--- config.mk ---
export PLATFORM = sky130hd
export DESIGN_NAME = fetch_ctrl
export DESIGN_NICKNAME = d
export VERILOG_FILES = /design/src/rtl/fetch_pkg.sv /design/src/rtl/fetch_rsp_buf.sv /design/src/rtl/fetch_ctrl.sv
export SDC_FILE = /design/constraint.sdc
export NUM_CORES = 1
export LEC_CHECK = 0
export CELL_PAD_IN_SITES_DETAIL_PLACEMENT = 0
export CELL_PAD_IN_SITES_GLOBAL_PLACEMENT = 1
export CORE_MARGIN = 4
export CORE_UTILIZATION = 40
export CTS_CLUSTER_SIZE = 8
export DETAILED_ROUTE_END_ITERATION = 8
export PLACE_DENSITY = 0.83
export SLEW_MARGIN = 20
export SYNTH_ARGS = -nofsm -noshare
export SYNTH_HDL_FRONTEND = slang
export SYNTH_SLANG_ARGS = --single-unit
--- constraint.sdc ---
create_clock -name clk -period 2.8 [get_ports clk]
set_clock_uncertainty 0.05 [all_clocks]
set_input_delay 0.56 -clock clk [delete_from_list [all_inputs] [get_ports clk]]
set_output_delay 0.56 -clock clk [all_outputs]
set_load 0.01 [all_outputs]
--- src/rtl/fetch_pkg.sv ---
// -----------------------------------------------------------------------------
// fetch_pkg
//   Constants and state encoding shared by the instruction-fetch controller
//   (fetch_ctrl) and its one-entry output buffer (fetch_rsp_buf).
//
//   INSTR_WIDTH : width of one instruction word
//   PC_INC      : byte distance between sequential instructions
//   fetch_state_t / ST_* : controller state encoding
//     ST_FETCH - request presented to instruction memory
//     ST_WAIT  - request accepted, awaiting its response
//     ST_HOLD  - instruction held in the buffer, presented to decode
//     ST_DROP  - request accepted but redirected, response will be discarded
// -----------------------------------------------------------------------------
package fetch_pkg;

    localparam int INSTR_WIDTH = 32;
    localparam int PC_INC      = 4;

    // The encoding is a plain 2-bit vector so older netlists and waveform
    // decoders keep working.
    typedef logic [1:0] fetch_state_t;

    localparam fetch_state_t ST_FETCH = 2'd0;
    localparam fetch_state_t ST_WAIT  = 2'd1;
    localparam fetch_state_t ST_HOLD  = 2'd2;
    localparam fetch_state_t ST_DROP  = 2'd3;

endpackage : fetch_pkg

--- src/rtl/fetch_rsp_buf.sv ---
// -----------------------------------------------------------------------------
// fetch_rsp_buf
//   One-entry buffer holding the instruction currently presented to decode.
//   A load captures data and address and raises valid; a clear drops valid.
//   Load wins if both are asserted (the controller never does that).
//
// Ports
//   clk, rst_n     : clock, asynchronous active-low reset
//   load_i         : capture load_data_i / load_pc_i, set valid
//   load_data_i    : instruction word to capture
//   load_pc_i      : address of that instruction
//   clear_i        : drop the held entry
//   valid_o        : entry valid (instr_valid)
//   data_o, pc_o   : held instruction and its address
// -----------------------------------------------------------------------------
module fetch_rsp_buf
    import fetch_pkg::*;
#(
    parameter int OPD_WIDTH = 32
) (
    input  logic                   clk,
    input  logic                   rst_n,
    input  logic                   load_i,
    input  logic [INSTR_WIDTH-1:0] load_data_i,
    input  logic [OPD_WIDTH-1:0]   load_pc_i,
    input  logic                   clear_i,
    output logic                   valid_o,
    output logic [INSTR_WIDTH-1:0] data_o,
    output logic [OPD_WIDTH-1:0]   pc_o
);

    logic                   valid_q, valid_d;
    logic [INSTR_WIDTH-1:0] data_q,  data_d;
    logic [OPD_WIDTH-1:0]   pc_q,    pc_d;

    // NOTE: every signal written here gets a default first, so no path can
    // leave it unassigned and infer a latch.
    always_comb begin
        valid_d = valid_q;
        data_d  = data_q;
        pc_d    = pc_q;
        if (load_i) begin
            valid_d = 1'b1;
            data_d  = load_data_i;
            pc_d    = load_pc_i;
        end else if (clear_i) begin
            valid_d = 1'b0;
        end
    end

    // NOTE: state updates use non-blocking assignments so every flop samples
    // the pre-edge values; the data/pc registers are reset too because decode
    // observes them directly and must see zero out of reset.
    always_ff @(posedge clk or negedge rst_n) begin
        if (!rst_n) begin
            valid_q <= 1'b0;
            data_q  <= '0;
            pc_q    <= '0;
        end else begin
            valid_q <= valid_d;
            data_q  <= data_d;
            pc_q    <= pc_d;
        end
    end

    assign valid_o = valid_q;
    assign data_o  = data_q;
    assign pc_o    = pc_q;

endmodule : fetch_rsp_buf

--- src/rtl/fetch_ctrl.sv ---
// -----------------------------------------------------------------------------
// fetch_ctrl
//   Instruction-fetch controller. Issues at most one instruction-memory
//   request at a time, buffers the returned word for decode, and steers the
//   fetch stream on branch/jump redirects and traps (trap wins if both).
//
// Parameters
//   OPD_WIDTH : address/operand width
//   PC_WIDTH  : instruction-memory address width
//   RESET_PC  : first fetch address after reset
//
// Ports
//   clk, rst_n                     : clock, asynchronous active-low reset
//   redirect_valid / redirect_pc   : branch/jump taken and its target
//   trap_valid / trap_pc           : trap redirect and its target
//   imem_req_valid/ready/addr      : fetch request handshake, addr = pc[PC_WIDTH-1:0]
//   imem_rsp_valid / imem_rsp_data : returned instruction
//   instr_valid / instr_ready      : decode handshake
//   instr_out / instr_pc           : presented instruction and its address
//   misalign_exc                   : (FETCH_MISALIGN_TRAP_EN only) one-cycle
//                                    pulse when an applied target is not
//                                    word aligned
//
// Build option
//   FETCH_MISALIGN_TRAP_EN : when defined, a misaligned applied target raises
//   misalign_exc and halts fetching until the next trap_valid. When undefined,
//   target bits [1:0] are forced to zero and misalign_exc does not exist.
// -----------------------------------------------------------------------------
module fetch_ctrl
    import fetch_pkg::*;
#(
    parameter int                   OPD_WIDTH = 32,
    parameter int                   PC_WIDTH  = 12,
    parameter logic [OPD_WIDTH-1:0] RESET_PC  = '0
) (
    input  logic                   clk,
    input  logic                   rst_n,
    input  logic                   redirect_valid,
    input  logic [OPD_WIDTH-1:0]   redirect_pc,
    input  logic                   trap_valid,
    input  logic [OPD_WIDTH-1:0]   trap_pc,
    output logic                   imem_req_valid,
    input  logic                   imem_req_ready,
    output logic [PC_WIDTH-1:0]    imem_req_addr,
    input  logic                   imem_rsp_valid,
    input  logic [INSTR_WIDTH-1:0] imem_rsp_data,
    output logic                   instr_valid,
    input  logic                   instr_ready,
`ifdef FETCH_MISALIGN_TRAP_EN
    output logic                   misalign_exc,
`endif
    output logic [INSTR_WIDTH-1:0] instr_out,
    output logic [OPD_WIDTH-1:0]   instr_pc
);

    fetch_state_t         state_q, state_d;
    logic [OPD_WIDTH-1:0] pc_q, pc_d;
    logic [OPD_WIDTH-1:0] pend_pc_q, pend_pc_d;
    logic                 pend_valid_q, pend_valid_d;
    // Low for the first cycle out of reset so the request stays masked while
    // rst_n is asserted and rises on the first clock edge afterwards.
    logic                 req_en_q, req_en_d;
    // Fetching stopped after a misaligned target; constant zero when the
    // misalign trap is not built in.
    logic                 halt_q, halt_d;

    logic                 redir_any;
    logic [OPD_WIDTH-1:0] redir_raw;
    logic [OPD_WIDTH-1:0] redir_tgt;
    logic [OPD_WIDTH-1:0] apply_tgt;
    logic                 tgt_bad;
    logic                 apply;
    logic                 buf_load;
    logic                 buf_clear;

    // Redirects are only honoured once the request path is live, which also
    // keeps the first request at RESET_PC.
    assign redir_any = req_en_q & (trap_valid | redirect_valid);
    assign redir_raw = trap_valid ? trap_pc : redirect_pc;

`ifdef FETCH_MISALIGN_TRAP_EN
    assign redir_tgt = redir_raw;
`else
    localparam logic [OPD_WIDTH-1:0] ALIGN_MASK = ~OPD_WIDTH'(3);
    assign redir_tgt = redir_raw & ALIGN_MASK;
`endif

    // A redirect arriving in the cycle a target is applied supersedes any
    // older pending target.
    assign apply_tgt = redir_any ? redir_tgt : pend_pc_q;

`ifdef FETCH_MISALIGN_TRAP_EN
    assign tgt_bad = |apply_tgt[1:0];
`else
    assign tgt_bad = 1'b0;
`endif

    always_comb begin
        state_d      = state_q;
        pc_d         = pc_q;
        pend_pc_d    = pend_pc_q;
        pend_valid_d = pend_valid_q;
        req_en_d     = 1'b1;
        halt_d       = halt_q;
        apply        = 1'b0;
        buf_load     = 1'b0;
        buf_clear    = 1'b0;

        case (state_q)
            ST_FETCH: begin
                if (!req_en_q) begin
                    // first cycle after reset: request masked, nothing else
                end else if (halt_q) begin
                    // only a trap restarts fetching after a misaligned target
                    if (trap_valid) begin
                        apply = 1'b1;
                    end
                end else if (redir_any) begin
                    // The address on the bus must not change while stalled,
                    // so the target waits in the pending register.
                    pend_valid_d = 1'b1;
                    pend_pc_d    = redir_tgt;
                    if (imem_req_ready) begin
                        state_d = ST_DROP;
                    end
                end else if (imem_req_ready) begin
                    state_d = pend_valid_q ? ST_DROP : ST_WAIT;
                end
            end

            ST_WAIT: begin
                if (redir_any) begin
                    if (imem_rsp_valid) begin
                        // the stale response is here already: discard it now
                        apply = 1'b1;
                    end else begin
                        pend_valid_d = 1'b1;
                        pend_pc_d    = redir_tgt;
                        state_d      = ST_DROP;
                    end
                end else if (imem_rsp_valid) begin
                    buf_load = 1'b1;
                    state_d  = ST_HOLD;
                end
            end

            ST_DROP: begin
                if (imem_rsp_valid) begin
                    apply = 1'b1;
                end else if (redir_any) begin
                    pend_valid_d = 1'b1;
                    pend_pc_d    = redir_tgt;
                end
            end

            ST_HOLD: begin
                // A redirect flushes the buffer; if decode accepts in the same
                // cycle that handshake still completes, but fetch resumes at
                // the target rather than the sequential address.
                if (redir_any) begin
                    apply     = 1'b1;
                    buf_clear = 1'b1;
                end else if (instr_ready) begin
                    pc_d      = instr_pc + OPD_WIDTH'(PC_INC);
                    buf_clear = 1'b1;
                    state_d   = ST_FETCH;
                end
            end

            default: begin
                state_d = ST_FETCH;
            end
        endcase

        if (apply) begin
            pc_d         = apply_tgt;
            pend_valid_d = 1'b0;
            halt_d       = tgt_bad;
            state_d      = ST_FETCH;
        end
    end

    always_ff @(posedge clk or negedge rst_n) begin
        if (!rst_n) begin
            state_q      <= ST_FETCH;
            pc_q         <= RESET_PC;
            pend_pc_q    <= '0;
            pend_valid_q <= 1'b0;
            req_en_q     <= 1'b0;
            halt_q       <= 1'b0;
        end else begin
            state_q      <= state_d;
            pc_q         <= pc_d;
            pend_pc_q    <= pend_pc_d;
            pend_valid_q <= pend_valid_d;
            req_en_q     <= req_en_d;
            halt_q       <= halt_d;
        end
    end

`ifdef FETCH_MISALIGN_TRAP_EN
    logic misalign_q;

    always_ff @(posedge clk or negedge rst_n) begin
        if (!rst_n) begin
            misalign_q <= 1'b0;
        end else begin
            misalign_q <= apply & tgt_bad;
        end
    end

    assign misalign_exc = misalign_q;
`endif

    assign imem_req_valid = (state_q == ST_FETCH) & req_en_q & ~halt_q;
    assign imem_req_addr  = pc_q[PC_WIDTH-1:0];

    fetch_rsp_buf #(
        .OPD_WIDTH (OPD_WIDTH)
    ) u_rsp_buf (
        .clk         (clk),
        .rst_n       (rst_n),
        .load_i      (buf_load),
        .load_data_i (imem_rsp_data),
        .load_pc_i   (pc_q),
        .clear_i     (buf_clear),
        .valid_o     (instr_valid),
        .data_o      (instr_out),
        .pc_o        (instr_pc)
    );

endmodule : fetch_ctrl

==> results.cfg, run 1 <==
[status]
outcome = finished, final reports clean

[cts]
post_cts_resized = 0
cts.sinks = 133
post_cts_buffers = 0
clkLatencyLatePin_ns = 0.42
cts_max_level = 4
cts_made_buffers = 17
path_clk_slew_ns = 0.06
cts_tree = done
cts_hold_buf = 0
clockRootBuffer = clkbuf_16
clockBufferDepth = 2

[synthesis]
yosysMostFrequentCell = dfrtp_1
netlist_instances = 645
synth_fp_nets = 753
synth_cell_types = 51
synth_edf_count = 0
synth_top_area_cell = dfrtp_1
synth_ff_type = dfrtp_1
ys_seq_area_frac = 0.491
synth_common_cells = dfrtp_1, nand2_1, mux2_2, o21ai_0, nand3_1
ys.warnings.count = 0
avgSynthCellArea_um2 = 10.5
synth_top_area_share = 0.491
netlist_top_cells_area = dfrtp_1, mux2_2, mux2i_1, o21ai_0, nand2_1
synth-seq-cells = 133
synthArstFlopShare = 1.00
netlist_area_mm2 = 0.00678

[detailed_routing]
dr.pass1.iters = 5
vias_per_cell = 5.31
via_count = 5522
routedWlPerCell_um = 17.5
drt_wl_total_um = 18200
drcViolationCount = 0
initialDrtViolationCount = 317
ant_nets = 0

[global_routing]
grt_usage = 0.192
grt_max_degree = 67
grt_pass1_vias = 5660
antenna_found_initial = 0
grt-ovfl-total = 0
grt_pass1_wl_um = 30200

[sta]
period_share = 0.910
min_period_ns = 2.55
worstMarginPinSlew_ns = 0.870
rsz0062_at_grt = false
maxSlewViolCount = 0
relSlewSlack = 0.418
finalSetupViolations = 0
clock.fmax_mhz = 392
hold_viol = 0
finalSetupTns_ns = 0

[place]
dpl_cell_area_mm2 = 0.00872
routabilityCongestion = 0.862
io_buffer_count = 176
hpwl_um = 13200

[final_layout]
multi_input_area_mm2 = 0.00313
final_area_mm2 = 0.00932
n_antenna_cell = 0
final_nets = 915
seq_area_mm2 = 0.00333
layout-drive-gt1-share = 0.156
syn2layout_area_growth_pct = 37.4
n_fill_cell = 1424

[run]
maxCapViolations = 0

[setup_path]
start_kind = flip-flop
cp_max_fo = 18
end_kind = primary output
crit_chain = and2_1 > clkdlybuf4s50_1
worstRegToRegCells = 6
slowest_stage = dfrtp_1
worstPathRequired_ns = 2.19
crit_type = flip-flop to primary output
cp.arrival_ns = 1.94
max_stage_delay_ns = 0.76

[floorplanning]
die_y_um = 138
dieWidth_um = 138
ioPinCount = 181
std_cell_rows = 47
core_area_mm2 = 0.0166
initial_utilization = 0.409
dieArea_mm2 = 0.0191

[power_and_ir_drop]
cellLeakagePower_nw = 3.87
peakVddDrop_v = 0.000485
finalPower_mw = 9.63
power_density_mw_per_mm2 = 1030

[hold_path]
worst_hold_path_type = input pin to asynchronous set/reset pin
-- final timing paths --
check | from | endpoint | slack [ns]
worst min register to register | pend_pc_q[26] | pend_pc_q[26] | 0.43
worst max-delay path | req_en_q | imem_req_valid | 0.25
min in group clk | pend_pc_q[26] | pend_pc_q[26] | 0.43
worst min-delay path | rst_n | pend_pc_q[4] | 0.07
worst max register to register | req_en_q | pc_q[9] | 0.42
max in group asynchronous | rst_n | u_rsp_buf.pc_o[27] | 1.87
-- worst max-delay path: cells and delay by family, from the launching register on --
kind	cells	cell delay, ns
and+or+nand+nor	1	0.23
buffers and inverters	1	0.53
DFF	1	0.76
-- registers in the layout (all words and copies together) (netlist names) --
signal	count
state_q	2
u_rsp_buf.valid_o	1
u_rsp_buf.pc_o	32
u_rsp_buf.data_o	32
pc_q	32
pend_pc_q	32
pend_valid_q	1
req_en_q	1
-- per-layer routing --
layer  vias up  part of all wire  track usage
met1      2641              0.46        0.262
li1       2647                 -            -
met3        28             0.060       0.0449
met2       206              0.46        0.301
met4         0             0.021       0.0707
met5         -                 0            0
-- layout make-up --
| cell class | count | share of cell area |
|---|---|---|
| Sequential cell | 133 | 0.357 |
| Tap cell | 220 | 0.0295 |
| Timing Repair Buffer | 197 | 0.209 |
| Inverter | 10 | 0.00403 |
| Clock inverter | 8 | 0.0105 |
| Multi-Input combinational cell | 448 | 0.336 |
| Clock buffer | 23 | 0.0535 |
-- cells by family after synthesis --
family                   after synthesis  synth area share
AO/OA/AOI/OAI                        147             0.144
adder cells (fa/ha/maj)                5           0.00923
buffers and inverters                 64            0.0487
flip-flops                           133             0.491
multiplexers                          91             0.146
AND/OR/NAND/NOR                      177             0.127
XOR/XNOR                              27            0.0349
other                                  1          0.000553
-- through the flow --
stage | utilization | instances | setup slack (ns) | hold slack, ns
5_1_grt | 0.562 | 1039 | 0.165 | 0.110
6_report | 0.562 | 1039 | 0.251 | 0.0675
3_3_place_gp | 0.526 | 1008 | 0.171 | 0.408
4_1_cts | 0.562 | 1039 | 0.230 | 0.0764
2_1_floorplan | - | 645 | 0.875 | 0.214
3_5_place_dp | 0.526 | 1008 | 0.139 | 0.415
-- cell usage in the layout (no fill, tap or decap), types with 21 or more instances in the layout --
cell type / n
a21oi_1: 30
o21ai_0: 50
dfrtp_1: 133
clkdlybuf4s50_1: 174
mux2_2: 58
nand2_1: 61
xor2_1: 21
nand3_1: 36
mux2i_1: 30
nor2_1: 30
-- power breakdown --
group | switching (mW) | internal [mW]
logic | 1.74 | 2.12
registers | 0.729 | 2.82
clock network | 0.792 | 1.42
Power figures use the tool's default switching activity.
==> run 2, diff against run 1 <==
--- a/config.mk
+++ b/config.mk
@@ -9,10 +9,12 @@
 export CELL_PAD_IN_SITES_GLOBAL_PLACEMENT = 1
 export CORE_MARGIN = 4
 export CORE_UTILIZATION = 40
-export CTS_CLUSTER_SIZE = 8
+export CTS_CLUSTER_SIZE = 10
 export DETAILED_ROUTE_END_ITERATION = 8
+export HOLD_SLACK_MARGIN = 0.08
 export PLACE_DENSITY = 0.83
 export SLEW_MARGIN = 20
 export SYNTH_ARGS = -nofsm -noshare
 export SYNTH_HDL_FRONTEND = slang
 export SYNTH_SLANG_ARGS = --single-unit
+export TNS_END_PERCENT = 20
==> run 2 against run 1 <==
Via count is 0.36% higher. Total power stayed put. Final area is 0.11% higher. Core utilization is 0.060 points higher. Clock-buffer cell count stayed put. Critical path type unchanged. Largest cell class unchanged.
==> results.cfg, run 2 (synthesis results as in run 1) <==
[floorplanning]
die_y_um = 138
std_cell_rows = 47
dieArea_mm2 = 0.0191
core_area_mm2 = 0.0166
ioPinCount = 181
initial_utilization = 0.409
dieWidth_um = 138

[global_routing]
grt_usage = 0.192
grt_max_degree = 67
grt.met3_usage = 0.0449
top_usage_layer = met2
grt-ovfl-total = 0
met1_usage = 0.262
antenna_found_initial = 0
grtUsageMet2 = 0.301
grt_pass1_wl_um = 30200
grt_pass1_vias = 5662

[setup_path]
end_kind = primary output
crit_chain = and2_1 > clkdlybuf4s50_1
worstPathRequired_ns = 2.19
worstRegToRegCells = 6
cp.arrival_ns = 1.94
slowest_stage = dfrtp_1
max_stage_delay_ns = 0.76
start_kind = flip-flop
cp_max_fo = 18
crit_type = flip-flop to primary output

[sta]
period_share = 0.910
min_period_ns = 2.55
maxSlewViolCount = 0
hold_viol = 0
relSlewSlack = 0.418
clock.fmax_mhz = 393
finalSetupTns_ns = 0
worstMarginPinSlew_ns = 0.870
rsz0062_at_grt = false
finalSetupViolations = 0
fin_ws_ns = 0.253

[final_layout]
n_fill_cell = 1423
syn2layout_area_growth_pct = 37.5
stdcell_count = 1040
n_antenna_cell = 0
final_cell_mix = clkdlybuf4s50_1, dfrtp_1, nand2_1
finalCoreUtilization = 0.562
layout-drive-gt1-share = 0.156
final_nets = 916
final_common_cell = clkdlybuf4s50_1

[detailed_routing]
dr.pass1.iters = 5
ant_nets = 0
routedWlPerCell_um = 17.4
drt_wl_total_um = 18100
drcViolationCount = 0
initialDrtViolationCount = 280
vias_per_cell = 5.33
via_count = 5542

[cts]
path_clk_slew_ns = 0.06
clockBufferDepth = 2
cts_max_level = 4
cts_tree = done
clockRootBuffer = clkbuf_16
cts.sinks = 133
cts_made_buffers = 17
clkLatencyLatePin_ns = 0.41

[power_and_ir_drop]
peakVddDrop_v = 0.000482
cellLeakagePower_nw = 3.88
power_density_mw_per_mm2 = 1030
finalPower_mw = 9.63

[place]
dp_slack_ns = 0.139
dp.cells = 1008
routabilityCongestion = 0.862
hpwl_um = 13200
io_buffer_count = 176

[hold_path]
worst_hold_path.num_cells = 2
worst_hold_path_type = flip-flop to flip-flop

[run]
maxCapViolations = 0

[status]
outcome = finished, final reports clean
-- run 2: cell count changes in the layout (fill, tap and decap cells not counted), sizes merged --
| cell | previous run | this run |
|---|---|---|
| dlygate4sd3 | 0 | 1 |
-- run 2: power breakdown --
| group | total, mW | internal (mW) | switching [mW] |
|---|---|---|---|
| combinational | 3.87 | 2.12 | 1.74 |
| sequential | 3.55 | 2.82 | 0.728 |
| clock | 2.21 | 1.42 | 0.793 |
-- run 2: worst paths after layout --
path                       slack [ns]          start            endpoint
min reg2reg                      0.43  pend_pc_q[26]       pend_pc_q[26]
max in group asynchronous        1.34          rst_n  u_rsp_buf.pc_o[27]
max reg2reg                      0.44       req_en_q             pc_q[9]
min in group asynchronous        0.61          rst_n        pend_pc_q[4]
min                              0.43  pend_pc_q[26]       pend_pc_q[26]
max                              0.25       req_en_q      imem_req_valid
-- run 2: per-stage QoR --
| step | hold WS [ns] | area, um^2 |
|---|---|---|
| floorplan | 0.214 | 6780 |
| global placement | 0.408 | 8720 |
| detailed placement | 0.415 | 8720 |
| CTS | 0.428 | 9330 |
| global route | 0.460 | 9330 |
| finish | 0.428 | 9330 |
-- run 2: cell type report --
cell class | count | area [um^2] | area share
inverter | 10 | 37.5 | 0.00402
multi-input combinational | 448 | 3130 | 0.336
clock buffer | 23 | 498 | 0.0534
tap | 220 | 275 | 0.0295
sequential | 133 | 3330 | 0.357
timing repair buffer | 198 | 1960 | 0.210
clock inverter | 8 | 97.6 | 0.0105
-- run 2: timing repair --
item / in CTS / in global routing
resized for setup: 0 / 0
endpoints found under the hold margin: 3 / 0
setup buffers: 0 / 0
hold buffers: 1 / 0
-- run 2: critical path: cells and delay by family (launching register included) --
family        cells  cell delay (ns)
buf+inv           1             0.53
flops             1             0.76
simple gates      1             0.23
-- run 2: layer usage --
layer / vias to the layer above / share of wire / wire length (um)
met1: 2652 / 0.45 / 8150
met5: - / 0 / 0
met2: 217 / 0.46 / 8360
li1: 2647 / - / -
met4: 0 / 0.020 / 356
met3: 26 / 0.069 / 1250
==> run 3, diff against run 2 <==
--- a/config.mk
+++ b/config.mk
@@ -7,7 +7,8 @@
 export LEC_CHECK = 0
 export CELL_PAD_IN_SITES_DETAIL_PLACEMENT = 0
 export CELL_PAD_IN_SITES_GLOBAL_PLACEMENT = 1
-export CORE_MARGIN = 4
+export CORE_ASPECT_RATIO = 0.7
+export CORE_MARGIN = 2
 export CORE_UTILIZATION = 40
 export CTS_CLUSTER_SIZE = 10
 export DETAILED_ROUTE_END_ITERATION = 8
==> run 3 against run 2 <==
Critical path type unchanged. Largest power group unchanged. Core utilization is 0.59 points higher. First-iteration DRC count is 35% higher. Final area is 0.20% higher. Die area is 5.6% lower. Routed wire length is 4.2% higher. Global-route usage is 2.2 points higher. Clock power hardly changed. Sequential share of layout area is 0.072 points lower. Cell count is 1.1% higher. Fmax is 0.46% lower.
==> results.cfg, run 3 (synthesis results as in run 1) <==
[sta]
relSlewSlack = 0.432
fin_ws_ns = 0.241
finalSetupViolations = 0
worstMarginPinSlew_ns = 0.849
min_period_ns = 2.56
hold_ws_ns = 0.428
clock.fmax_mhz = 391
finalSetupTns_ns = 0
hold_viol = 0
maxSlewViolCount = 0
period_share = 0.914
rsz0062_at_grt = false

[power_and_ir_drop]
cellLeakagePower_nw = 3.89
peakVddDrop_v = 0.000353
power_density_mw_per_mm2 = 1030
finalPower_mw = 9.66

[setup_path]
slowest_stage = clkdlybuf4s50_1
crit_chain = inv_1 > ha_1 > and2_1 > clkdlybuf4s50_1
worstPathRequired_ns = 2.19
r2r_slack_ns = 0.52
start_kind = flip-flop
worstRegToRegCells = 7
end_kind = primary output
crit_family = buffers and inverters
cp_max_fo = 6
reg2reg_from = state_q[1]
rr_endpoint = pc_q[2]
cp.arrival_ns = 1.95
max_stage_delay_ns = 0.54
cp_num_buf_inv = 2
crit_type = flip-flop to primary output

[detailed_routing]
initialDrtViolationCount = 377
drt_wl_total_um = 18900
ant_nets = 0
via_count = 5669
vias_per_cell = 5.39
drcViolationCount = 0
dr.pass1.iters = 6
routedWlPerCell_um = 18.0

[final_layout]
layout-drive-gt1-share = 0.159
final_area_mm2 = 0.00935
syn2layout_area_growth_pct = 37.8
final_cell_mix = clkdlybuf4s50_1, dfrtp_1, nand2_1
seq_area_mm2 = 0.00333
finalCoreUtilization = 0.568
final_nets = 921
final_common_cell = clkdlybuf4s50_1
multi_input_area_mm2 = 0.00313
stdcell_count = 1051
n_antenna_cell = 0
n_fill_cell = 1406

[status]
outcome = finished, final reports clean

[place]
io_buffer_count = 176
dp.cells = 1018
hpwl_um = 13600
routabilityCongestion = 0.836
dp_slack_ns = 0.123
dpl_cell_area_mm2 = 0.00876

[cts]
path_clk_slew_ns = 0.06
cts_tree = done
cts_max_level = 4
clkLatencyLatePin_ns = 0.42
post_cts_resized = 0
clockBufferDepth = 2
cts.sinks = 133
clockRootBuffer = clkbuf_16
cts_made_buffers = 17

[global_routing]
grt-ovfl-total = 0
grt_pass1_wl_um = 30400
antenna_found_initial = 0
grt_max_degree = 69
grt_pass1_vias = 5676
grt_usage = 0.214

[run]
maxCapViolations = 0

[floorplanning]
initial_utilization = 0.412
dieArea_mm2 = 0.0180
std_cell_rows = 39
die_y_um = 113
dieWidth_um = 160
core_area_mm2 = 0.0164
ioPinCount = 181

[hold_path]
worst_hold_path_type = flip-flop to flip-flop
holdPathEnd = pend_pc_q[26]
worst_hold_path.num_cells = 2
hold_start = pend_pc_q[26]
-- run 3: how the worst max path moves through the flow --
stage,from,to,cells past startpoint
after floorplan,redirect_valid,u_rsp_buf.data_o[22],6
after global placement,redirect_valid,pc_q[21],7
after detailed placement,redirect_valid,pc_q[21],7
after CTS,state_q[0],imem_req_valid,4
after global routing,state_q[0],imem_req_valid,4
final,state_q[0],imem_req_valid,4
-- run 3: area by class of cell --
cell class | count | share of cell area
well taps | 225 | 0.0301
clock buffers | 23 | 0.0501
repair buffers | 203 | 0.214
multi-input cells | 448 | 0.335
inverters | 10 | 0.00402
flip-flops and latches | 133 | 0.356
clock inverters | 9 | 0.0110
-- run 3: where the power goes --
part           switching (mW)  leakage, nW  total, mW  internal [mW]
clock                   0.827        0.273       2.18           1.35
combinational            1.79         1.96       3.94           2.14
sequential              0.726         1.66       3.55           2.82
total                    3.34         3.89       9.66           6.32
-- run 3: repair_timing --
action | 4_1_cts | 5_1_grt
buffers inserted | 0 | 0
hold buffers | 1 | 0
hold endpoints to repair | 7 | 0
-- run 3: layer usage --
metal  GRT usage  part of all wire  up-vias
li1            -                 -     2666
met1       0.315              0.49     2758
met2       0.314              0.42      225
met3      0.0605             0.081       20
met4      0.0497            0.0084        0
met5           0                 0        -
-- run 3: worst reg2reg max path: stages (launching register included) --
cell	delay, ns
dfrtp_1	0.41
inv_1	0.10
ha_1	0.28
o21ai_2	0.15
a221o_2	0.51
buf_4	0.24
a211oi_1	0.33
a21oi_1	0.07
